$ cat config.mk
export PLATFORM = sky130hd
export DESIGN_NAME = stall_controller_gen
export DESIGN_NICKNAME = d
export VERILOG_FILES = /design/src/rtl/stall_controller_gen.sv
export SDC_FILE = /design/constraint.sdc
export NUM_CORES = 1
export LEC_CHECK = 0
export BUFFER_PORTS_ARGS = -buffer_cell sky130_fd_sc_hd__buf_2
export CORE_MARGIN = 5
export CORE_UTILIZATION = 45
export CTS_CLUSTER_DIAMETER = 80
export CTS_CLUSTER_SIZE = 25
export DETAILED_ROUTE_END_ITERATION = 6
export PLACE_DENSITY = 0.9
export SLEW_MARGIN = 10
export SYNTH_ARGS = -nofsm -noshare
export SYNTH_HDL_FRONTEND = slang
export SYNTH_SLANG_ARGS = --single-unit
$ cat constraint.sdc
create_clock -name clk -period 1.8 [get_ports clk]
set_input_delay 0 -clock clk [delete_from_list [all_inputs] [get_ports clk]]
set_output_delay 0 -clock clk [all_outputs]
set_load 0.03 [all_outputs]
$ cat src/rtl/stall_controller_gen.sv
// stall_controller_gen: per-channel IDLE/RUN/DRAIN clock-gating stall controller with latch-based glitch-free gates.
// Define STALL_CTRL_DRAIN_EN to keep each gated clock running DRAIN_CYCLES extra pulses after finish.
module stall_controller_gen #(
    parameter int N_CH         = 8,
    parameter int DRAIN_CYCLES = 2,
    parameter int CNT_W        = 4
) (
    input  logic            clk,
    input  logic            rst,
    input  logic            start,
    input  logic [N_CH-1:0] ch_en,
    input  logic [N_CH-1:0] finish,
    input  logic            global_finish,
    output logic [N_CH-1:0] gated_clk,
    output logic [N_CH-1:0] active,
    output logic            busy,
    output logic            done
);

    if (DRAIN_CYCLES < 1 || CNT_W < $clog2(DRAIN_CYCLES + 1)) begin : g_bad_cfg
        $error("stall_controller_gen: DRAIN_CYCLES must be >= 1 and fit in CNT_W bits");
    end

`ifdef STALL_CTRL_DRAIN_EN
    typedef enum logic [1:0] {IDLE, RUN, DRAIN} state_t;
    logic [CNT_W-1:0] cnt_q [N_CH];
    logic [CNT_W-1:0] cnt_d [N_CH];
`else
    typedef enum logic {IDLE, RUN} state_t;
`endif

    state_t          state_q [N_CH];
    state_t          state_d [N_CH];
    logic [N_CH-1:0] active_q;
    logic [N_CH-1:0] active_d;
    logic [N_CH-1:0] en_lat;
    logic            done_q;
    logic            done_d;

    always_comb begin
        for (int i = 0; i < N_CH; i++) begin
            state_d[i] = state_q[i];
`ifdef STALL_CTRL_DRAIN_EN
            cnt_d[i] = cnt_q[i];
`endif
            case (state_q[i])
                IDLE: if (start && ch_en[i] && !global_finish) state_d[i] = RUN;
`ifdef STALL_CTRL_DRAIN_EN
                RUN: if (finish[i] || global_finish) begin
                    state_d[i] = DRAIN;
                    cnt_d[i]   = CNT_W'(DRAIN_CYCLES);
                end
                DRAIN: begin
                    cnt_d[i] = cnt_q[i] - 1'b1;
                    if (cnt_q[i] == CNT_W'(1)) state_d[i] = IDLE;
                end
`else
                RUN: if (finish[i] || global_finish) state_d[i] = IDLE;
`endif
                default: state_d[i] = IDLE;
            endcase
            active_d[i] = state_d[i] != IDLE;
        end
    end

    // done fires on the same edge busy falls, so it is high in the cycle right after it
    assign busy   = |active_q;
    assign done_d = busy & ~(|active_d);

    always_ff @(posedge clk or negedge rst) begin
        if (!rst) begin
            for (int i = 0; i < N_CH; i++) begin
                state_q[i] <= IDLE;
`ifdef STALL_CTRL_DRAIN_EN
                cnt_q[i] <= '0;
`endif
            end
            active_q <= '0;
            done_q   <= 1'b0;
        end else begin
            for (int i = 0; i < N_CH; i++) begin
                state_q[i] <= state_d[i];
`ifdef STALL_CTRL_DRAIN_EN
                cnt_q[i] <= cnt_d[i];
`endif
            end
            active_q <= active_d;
            done_q   <= done_d;
        end
    end

    // Latch only opens while clk is low, so enable changes never reach the AND during a high phase
    always_latch begin
        if (!rst) en_lat = '0;
        else if (!clk) en_lat = active_q;
    end

    assign gated_clk = {N_CH{clk}} & en_lat;
    assign active    = active_q;
    assign done      = done_q;

endmodule

==> Yosys cells after proc, flatten, opt, wreduce, memory -nomap -nowiden <==
Cells that the tools add are included.
{ "word_totals": {"wordCells": 84, "output_inout_bits": 18, "inputBits": 20, "latchBits": 8, "regBits": 17} }
{ "classes": {"reduce_logical": 27, "n_mux": 28, "bitwise_logic": 11} }
{ "op_table": {"columns": ["cell", "n"], "rows": [
  ["$mux W8", 4],
  ["$logic_and A1 B1 Y1", 16],
  ["$mux W1", 16],
  ["$pmux W1 S2", 8],
  ["$reduce_or A8 Y1", 2],
  ["$not A1 Y1", 9],
  ["$and A8 B8 Y8", 1],
  ["$logic_or A1 B1 Y1", 8],
  ["$and A1 B1 Y1", 1],
  ["$logic_not A1 Y1", 1]
]} }

==> Longest topological paths before layout <==
Gate-level depths: netlist of the first run.
{ "depth": {"depth_word": 7, "mapped_depth": 5} }

==> run_results.csv, run 1 <==
group,metric,value,unit
critical_path,arrival,2.11,ns
global_route,grt_pass1_vias,990,
logic_synthesis,synth_compound_area_share,5.48,%
floorplanning,rows,14,
drt,drt_iter0_drc,50,
sta,whs,-0.370,ns
global_route,overflow,0,
sta,timing.final.ws_setup,-0.308,ns
logic_synthesis,netlist.top_cell.by_area,"dfrtp_1",
sta,hold_viol_final,10,
critical_path,crit_slowest_cell,"dlxtp_1",
finish,final_cell_mix,"29 x buf_2, 19 x dlygate4sd3_1, 15 x clkbuf_4",
logic_synthesis,synthMuxAreaShare,6.58,%
floorplanning,coreArea,1470,sq um
drt,wl,2860,um
logic_synthesis,synth_seq_cells,17,
floorplanning,start_util,46.5,%
placement,portBuffers,37,
critical_path,critPathKind,"latch to primary output",
clock_network,cts_tree,"built",
global_route,met3_usage,22.3,%
global_route,grt_pass1_wl,4690,um
finish,multi_input_area,340,sq um
placement,gp_congestion,0.727,
power_and_ir_drop,leakagePower,0.000648,uW
sta,setup_viol,16,
finish,fin_area,1260,sq um
global_route,grtUsageTotal,29.7,%
logic_synthesis,post_synth_fa_ha_maj_area_fraction,0,%
drt,firstDrtPassIters,4,
power_and_ir_drop,power_frac_seq,25.3,%
critical_path,slowest_delay,0.34,ns
critical_path,start_kind,"latch",
global_route,grtUsageMet1,23.8,%
critical_path,required,1.80,ns
global_route,grt_max_degree,19,
logic_synthesis,synth.avg_cell_area,10.1,sq um
floorplanning,die_area,2400,sq um
clock_network,clk_pin_slew,0.05,ns
power_and_ir_drop,p_switching,407,uW
power_and_ir_drop,power,1190,uW
logic_synthesis,yosysWarningCount,0,
sta,final-max-slew-violation-count,0,
drt,vias,838,
logic_synthesis,synth_top_area_share,32.9,%
sta,worst_pin_slew,0.326,ns
drt,detail_route.wl_per_cell,18.3,um
power_and_ir_drop,internal-power,785,uW
placement,postPlaceCellArea,871,sq um
power_and_ir_drop,clkPwrFrac,59.6,%
power_and_ir_drop,switching_share,34.2,%
finish,drive_gt1_share,50.7,%
power_and_ir_drop,power.density,946,nW/um^2
min_path,min_path_type,"primary input to clock gate",
finish,ff_latch_area,345,sq um
sta,worst_clock_skew,0.0515,ns
critical_path,cp_cell_sequence,"and2_4, buf_6",
drt,antenna_left,0,
global_route,grtUsageMet2,38.7,%
job,maxCapViolCount,0,
global_route,grt-busiest-layer,"met4",
logic_synthesis,synth_nets,88,
finish,mostFrequentLayoutCell,"buf_2",
finish,n_antenna_cell,0,
critical_path,worst_setup_path_end_kind,"primary output",
sta,rsz0062_at_grt,"yes",
floorplanning,die_h,49,um
logic_synthesis,synth_top_family_by_area,"simple AND/OR/NAND/NOR gates",
run_status,status,"finished, violations left",
sta,fin_setup_tns,-2.07,ns
power_and_ir_drop,ir_worst_vdd,0.646,mV
drt,viasPerCell,5.37,
logic_synthesis,synth-xor-area-share,0,%
placement,place_worst_setup_slack,0.319,ns
run_status,violations,"negative hold slack, negative setup slack",
logic_synthesis,synth_area,684,sq um
global_route,grt_antenna_before_repair,0,
finish,final_nets,160,
finish,syn2layout_area_growth,84.1,%
logic_synthesis,synth_area_leaders,"dfrtp_1 33%, dlxtp_1 18%, and2_1 15%",
critical_path,crit_fanout,1,
clock_network,clock_latency,0.56,ns
finish,fillers,73,
floorplanning,io_pins,38,
power_and_ir_drop,p_comb_share,15.1,%
logic_synthesis,synthSimpleGateAreaFrac,34.7,%
drt,drc_errors,0,
logic_synthesis,ys_types,16,
floorplanning,die_x,49,um
logic_synthesis,synthCells,68,
sta,max_slew_margin,78.0,%
## final timing paths
check | startpoint | endpoint | slack (ns) | depth (start not counted)
worst min-delay path | rst | clock gate | -0.37 | 2
max in group gated | rst | clock gate | 1.20 | 2
min in group asynchronous | rst | active[5] | -0.06 | 2
max in group asynchronous | rst | active[1] | 1.63 | 2
worst max register to register | active[0] | active[0] | 0.23 | 3
worst max-delay path | en_lat[0] | gated_clk[0] | -0.31 | 2
worst min register to register | active[1] | en_lat[1] | 0.53 | 1
min in group clk | ch_en[1] | done | 0.06 | 5
## per-stage QoR
stage	hold WS, ns	cells	util, %
floorplan	-0.900	68	-
global placement	-0.697	119	59.2
detailed placement	-0.695	119	59.2
CTS	-0.387	155	84.9
global route	-0.361	156	85.6
finish	-0.370	156	85.6
## power groups by stage
| stage | Combinational, uW | Clock [uW] | Sequential, uW |
|---|---|---|---|
| floorplan | 59.7 | 63.4 | 327 |
| global placement | 131 | 76.0 | 301 |
| detailed placement | 133 | 76.0 | 302 |
| CTS | 169 | 712 | 298 |
| global route | 192 | 791 | 302 |
| finish | 180 | 710 | 302 |
## layer usage
| layer | part of all wire (%) | vias up | routed length (um) |
|---|---|---|---|
| li1 | - | 370 | - |
| met3 | 10 | 19 | 294 |
| met1 | 34 | 391 | 974 |
| met5 | 0 | - | 0 |
| met2 | 50 | 58 | 1430 |
| met4 | 5.7 | 0 | 164 |
## worst max-delay path: cells and delay by family, from the launching register on
kind | cells | cell delay [ns]
buf+inv | 1 | 0.13
latches | 1 | 0.34
simple gates | 1 | 0.16
## layout make-up
class	count	share of cell area (%)
multi-input cells	49	27.0
flip-flops and latches	17	27.4
well taps	16	1.59
clock buffers	25	16.8
repair buffers	49	27.2
## timing repair
action	CTS	global route
hold buffers	19	1
setup endpoints to repair	16	17
pin swaps	4	4
setup buffers	0	1
resized for setup	23	1
endpoints found under the hold margin	27	11
## state kept, by name, summed over array words and instances, names as in the netlist
name / cells
active: 8
en_lat: 8
done: 1
## cell usage after synthesis, drive strengths merged
library cell / instances
or3: 1
clkbuf: 1
dfrtp: 9
mux2: 4
nor4: 3
nand3b: 4
a21oi: 6
nor2: 4
buf: 1
nand2: 6
dlxtp: 8
nand2b: 5
and2: 16
## kinds of logic after synthesis
logic type	Yosys count
compound gates	6
simple gates	39
flops	9
buf+inv	2
latches	8
mux	4
Power figures use the tool's default switching activity.
==> inputs of run 2 (changes only) <==
--- a/config.mk
+++ b/config.mk
@@ -7,10 +7,12 @@
 export LEC_CHECK = 0
 export BUFFER_PORTS_ARGS = -buffer_cell sky130_fd_sc_hd__buf_2
+export CELL_PAD_IN_SITES_DETAIL_PLACEMENT = 0
+export CELL_PAD_IN_SITES_GLOBAL_PLACEMENT = 1
 export CORE_MARGIN = 5
-export CORE_UTILIZATION = 45
+export CORE_UTILIZATION = 32
 export CTS_CLUSTER_DIAMETER = 80
 export CTS_CLUSTER_SIZE = 25
 export DETAILED_ROUTE_END_ITERATION = 6
-export PLACE_DENSITY = 0.9
+export PLACE_DENSITY = 0.89
 export SLEW_MARGIN = 10
 export SYNTH_ARGS = -nofsm -noshare
==> constraint.sdc (replaced) <==
create_clock -name clk -period 1.8 [get_ports clk]
set_input_delay 0 -clock clk [delete_from_list [all_inputs] [get_ports clk]]
set_output_delay 0 -clock clk [all_outputs]
set_load 0.01 [all_outputs]
==> run 2 against run 1 <==
  * Count of clock-buffer cells in the layout unchanged
  * First-iteration DRC count shrank 36%
  * Combinational power shrank 19%
  * Largest cell class unchanged
  * Clock power down 12%
  * Wire length fell by 33%
  * Critical path type unchanged
  * The run still ends with negative hold slack, negative setup slack left
  * Sequential share of layout area rose by 1.1 points
  * Global-route usage is 15 points lower
  * Sequential cell count unchanged
==> run_results.csv, run 2 (synthesis gave the netlist of run 1 again) <==
group,metric,value,unit
run_status,status,"finished, violations left",
run_status,violations,"negative hold slack, negative setup slack",
finish,final_cell_mix,"37 x buf_2, 19 x dlygate4sd3_1, 16 x and2_1",
floorplanning,die_area,3160,sq um
sta,setup_viol,16,
critical_path,start_kind,"latch",
drt,vias,742,
min_path,min_path_type,"primary input to clock gate",
sta,worst_pin_slew,0.303,ns
drt,drt_iter0_drc,32,
drt,dr_wl_met3,200,um
finish,final_nets,160,
global_route,grtUsageTotal,14.8,%
critical_path,worst_setup_path_end_kind,"primary output",
critical_path,slowest_delay,0.30,ns
clock_network,clk_pin_slew,0.05,ns
drt,firstDrtPassIters,4,
drt,detail_route.wl_per_cell,11.5,um
critical_path,crit_fanout,1,
placement,portBuffers,37,
floorplanning,coreArea,2000,sq um
finish,fillers,184,
finish,drive_gt1_share,45.0,%
power_and_ir_drop,leakagePower,0.000630,uW
sta,worst_clock_skew,0.0541,ns
critical_path,crit_slowest_cell,"dlxtp_1",
drt,routed.top_layer,"met4",
critical_path,startpoint,"en_lat[5]",
drt,wl,1920,um
job,maxCapViolCount,0,
global_route,grt_pass1_vias,835,
floorplanning,io_pins,38,
drt,drc_errors,0,
sta,rsz0062_at_grt,"yes",
critical_path,r2r_start,"active[2]",
sta,whs,-0.378,ns
finish,n_antenna_cell,0,
floorplanning,die_x,56.2,um
global_route,grt_max_degree,19,
finish,final_util,60.4,%
min_path,min_from,"rst",
drt,wirelength_met1,737,um
global_route,grt_antenna_before_repair,0,
floorplanning,die_h,56.2,um
global_route,grt_pass1_wl,3190,um
floorplanning,rows,16,
global_route,overflow,0,
finish,syn2layout_area_growth,76.8,%
sta,max_slew_margin,79.8,%
drt,antenna_left,0,
drt,met2WireLength,937,um
finish,mostFrequentLayoutCell,"buf_2",
critical_path,arrival,1.99,ns
critical_path,critPathBufInv,1,
placement,gp_congestion,0.718,
placement,hpwlAfterDp,1260,um
critical_path,cpLargestDelayFamily,"latches",
sta,timing.final.ws_setup,-0.193,ns
critical_path,required,1.80,ns
power_and_ir_drop,ir_worst_vdd,0.609,mV
critical_path,critPathKind,"latch to primary output",
floorplanning,start_util,34.2,%
sta,final-max-slew-violation-count,0,
critical_path,cp_cell_sequence,"and2_1, buf_2",
power_and_ir_drop,power.density,881,nW/um^2
drt,viasPerCell,4.44,
clock_network,clock_latency,0.54,ns
clock_network,cts_tree,"built",
sta,hold_viol_final,10,
-- run 2: power breakdown --
group          internal, uW  switching [uW]  leakage (uW)
registers               285            12.5      0.000179
logic                  85.0            61.2      0.000305
clock network           404             219      0.000146
total                   773             293      0.000630
-- run 2: area by class of cell --
| class | count | area, sq um | share of cell area [%] |
|---|---|---|---|
| Multi-Input combinational cell | 49 | 320 | 26.5 |
| Clock buffer | 25 | 168 | 13.9 |
| Timing Repair Buffer | 49 | 343 | 28.3 |
| Sequential cell | 17 | 345 | 28.5 |
| Tap cell | 27 | 33.8 | 2.79 |
-- run 2: path summary, 6_finish.rpt --
| kind | to | slack (ns) | cells past startpoint |
|---|---|---|---|
| hold reg to reg | en_lat[0] | 0.50 | 1 |
| max in group asynchronous | active[7] | 1.62 | 2 |
| setup / recovery | gated_clk[5] | -0.19 | 2 |
| setup reg to reg | active[2] | 0.31 | 3 |
| hold / removal | clock gate | -0.38 | 2 |
| min in group asynchronous | active[1] | -0.05 | 2 |
| max in group gated | clock gate | 1.20 | 2 |
| min in group clk | done | 0.03 | 5 |
-- run 2: per-stage QoR --
stage	worst slack (ns)	total power (uW)	std cells	instance area (sq um)	setup TNS, ns
floorplan	0.343	400	68	684	0
global placement	0.352	460	130	885	0
detailed placement	0.345	462	130	885	0
CTS	-0.222	1090	166	1200	-1.70
global route	-0.276	1150	167	1210	-2.03
finish	-0.193	1070	167	1210	-1.44
-- run 2: per-layer routing --
| layer | track usage, % | vias up |
|---|---|---|
| li1 | - | 371 |
| met3 | 8.82 | 7 |
| met2 | 18.7 | 35 |
| met1 | 13.3 | 329 |
| met4 | 21.7 | 0 |
| met5 | 0 | - |
-- run 2: timing repair --
action,in CTS,in global routing
hold endpoints to repair,27,11
endpoints found under the setup margin,16,17
resized for setup,1,0
pin swaps,7,0
hold buffers,19,1
setup buffers,0,1
==> inputs of run 3 (changes only) <==
- clock period: 1.8 -> 2.4 ns (I/O delays scaled with it)
==> run 3 against run 2 <==
  * The run now ends clean
  * Global-route usage is 6.1 points higher
  * Setup slack better by 0.28 ns
  * Clock power is 5.3% lower
  * Register-to-register slack hardly changed
  * Total power is 13% lower
  * Clock skew is 0.017 ns lower
  * Sequential power is 25% lower
  * First-iteration DRC count is 100% higher
  * Largest power group unchanged
==> run_results.csv, run 3 (synthesis gave the netlist of run 1 again) <==
group,metric,value,unit
run_status,status,"complete, no violations",
global_route,grt_max_degree,11,
floorplanning,start_util,34.2,%
global_route,grt-busiest-layer,"met4",
floorplanning,io_pins,38,
critical_path,r2r_cells,4,
sta,worst_pin_slew,0.457,ns
global_route,grt_antenna_before_repair,0,
finish,syn2layout_area_growth,89.6,%
clock_network,clock_latency,0.52,ns
job,maxCapViolCount,0,
sta,worst_clock_skew,0.0375,ns
global_route,overflow,0,
placement,hpwlAfterDp,1260,um
sta,max_slew_margin,69.4,%
drt,viasPerCell,4.56,
finish,n_antenna_cell,0,
sta,fin_setup_tns,0,ns
sta,rsz0062_at_grt,"no",
floorplanning,die_area,3160,sq um
global_route,grt_pass1_wl,4200,um
power_and_ir_drop,leakagePower,0.000680,uW
drt,drt_iter0_drc,64,
min_path,min_path_cells,5,
power_and_ir_drop,power.density,717,nW/um^2
global_route,grtUsageTotal,20.8,%
clock_network,clk_pin_slew,0.06,ns
drt,detail_route.wl_per_cell,12.1,um
placement,place_worst_setup_slack,0.645,ns
drt,drc_errors,0,
min_path,worstHoldEndpoint,"done",
clock_network,cts_tree,"built",
finish,fillers,166,
critical_path,r2r_start,"active[0]",
drt,wl,2140,um
power_and_ir_drop,ir_worst_vdd,0.449,mV
global_route,grtUsageMet1,18.7,%
critical_path,worst_setup_path_end_kind,"primary output",
min_path,min_from,"ch_en[6]",
placement,gp_congestion,0.718,
drt,firstDrtPassIters,4,
sta,final-max-slew-violation-count,0,
critical_path,required,2.40,ns
drt,antenna_left,0,
critical_path,rrSetupSlack,0.31,ns
floorplanning,coreArea,2000,sq um
global_route,met3_usage,17.6,%
critical_path,reg2reg_to,"active[0]",
critical_path,crit_fanout,4,
min_path,min_path_type,"primary input to flop",
sta,hold_viol_final,0,
finish,ff_latch_area,345,sq um
finish,mostFrequentLayoutCell,"buf_2",
finish,final_nets,170,
clock_network,postCtsSetupRepairBufs,0,
placement,portBuffers,37,
drt,vias,808,
global_route,grt_pass1_vias,980,
critical_path,critPathKind,"clock port to primary output",
floorplanning,die_h,56.2,um
global_route,grtUsageMet2,24.4,%
finish,drive_gt1_share,44.7,%
sta,setup_viol,0,
floorplanning,rows,16,
critical_path,arrival,2.31,ns
sta,timing.final.ws_setup,0.0871,ns
critical_path,start_kind,"clock port",
floorplanning,die_x,56.2,um
finish,final_cell_mix,"37 x buf_2, 25 x dlygate4sd3_1, 19 x clkbuf_4",
finish,multi_input_area,320,sq um
[run 3: changes by cell type in the layout (fill, tap and decap cells not counted)]
| cell | previous run | this run |
|---|---|---|
| buf_4 | 1 | 0 |
| buf_6 | 0 | 1 |
| clkbuf_4 | 14 | 19 |
| clkbuf_8 | 1 | 0 |
| dlygate4sd3_1 | 19 | 25 |
[run 3: cell type report]
type                    instances  share of cell area [%]
repair buffers                 54                    30.5
flip-flops and latches         17                    26.6
multi-input cells              49                    24.7
clock buffers                  30                    15.6
well taps                      27                    2.60
[run 3: report_power, final]
part | total [uW] | switching [uW] | internal, uW | leakage, uW
Combinational | 117 | 47.4 | 69.5 | 0.000333
Sequential | 223 | 9.54 | 214 | 0.000179
Clock | 590 | 199 | 391 | 0.000168
[run 3: per-stage QoR]
step	area (sq um)	power, uW	hold WS [ns]	instances	utilization (%)
after floorplan	684	300	-1.20	68	-
final	1300	930	0.0209	177	64.8
after CTS	1300	957	0.0269	178	65.0
after global routing	1300	1030	0.0436	177	64.8
after global placement	885	345	-0.993	130	44.2
after detailed placement	885	347	-0.992	130	44.2
[run 3: timing repair]
action,4_1_cts,5_1_grt
hold endpoints to repair,27,0
endpoints found under the setup margin,0,11
resized for setup,0,2
hold buffers,25,0
[run 3: how the worst max path moves through the flow]
stage               startpoint            to  slack (ns)  cells past startpoint
floorplan            active[6]     en_lat[6]        0.64                      1
global placement     active[6]     en_lat[6]        0.65                      1
detailed placement   active[6]     en_lat[6]        0.65                      1
CTS                        clk  gated_clk[3]        0.04                      9
global route               clk  gated_clk[7]       0.003                      9
finish                     clk  gated_clk[4]        0.09                      9
[run 3: worst max-delay path: stages]
cell and delay, ns:
clkbuf_4 0.13, buf_6 0.11, clkbuf_4 0.12, clkbuf_4 0.12
clkbuf_4 0.12, clkbuf_4 0.12, clkbuf_4 0.13, and2_1 0.13
buf_2 0.14
[run 3: metal layers]
layer  wire length (um)  share of wire, %
met5                  0                 0
met4                 70               3.3
met3                217                10
met2               1020                47
met1                838                39
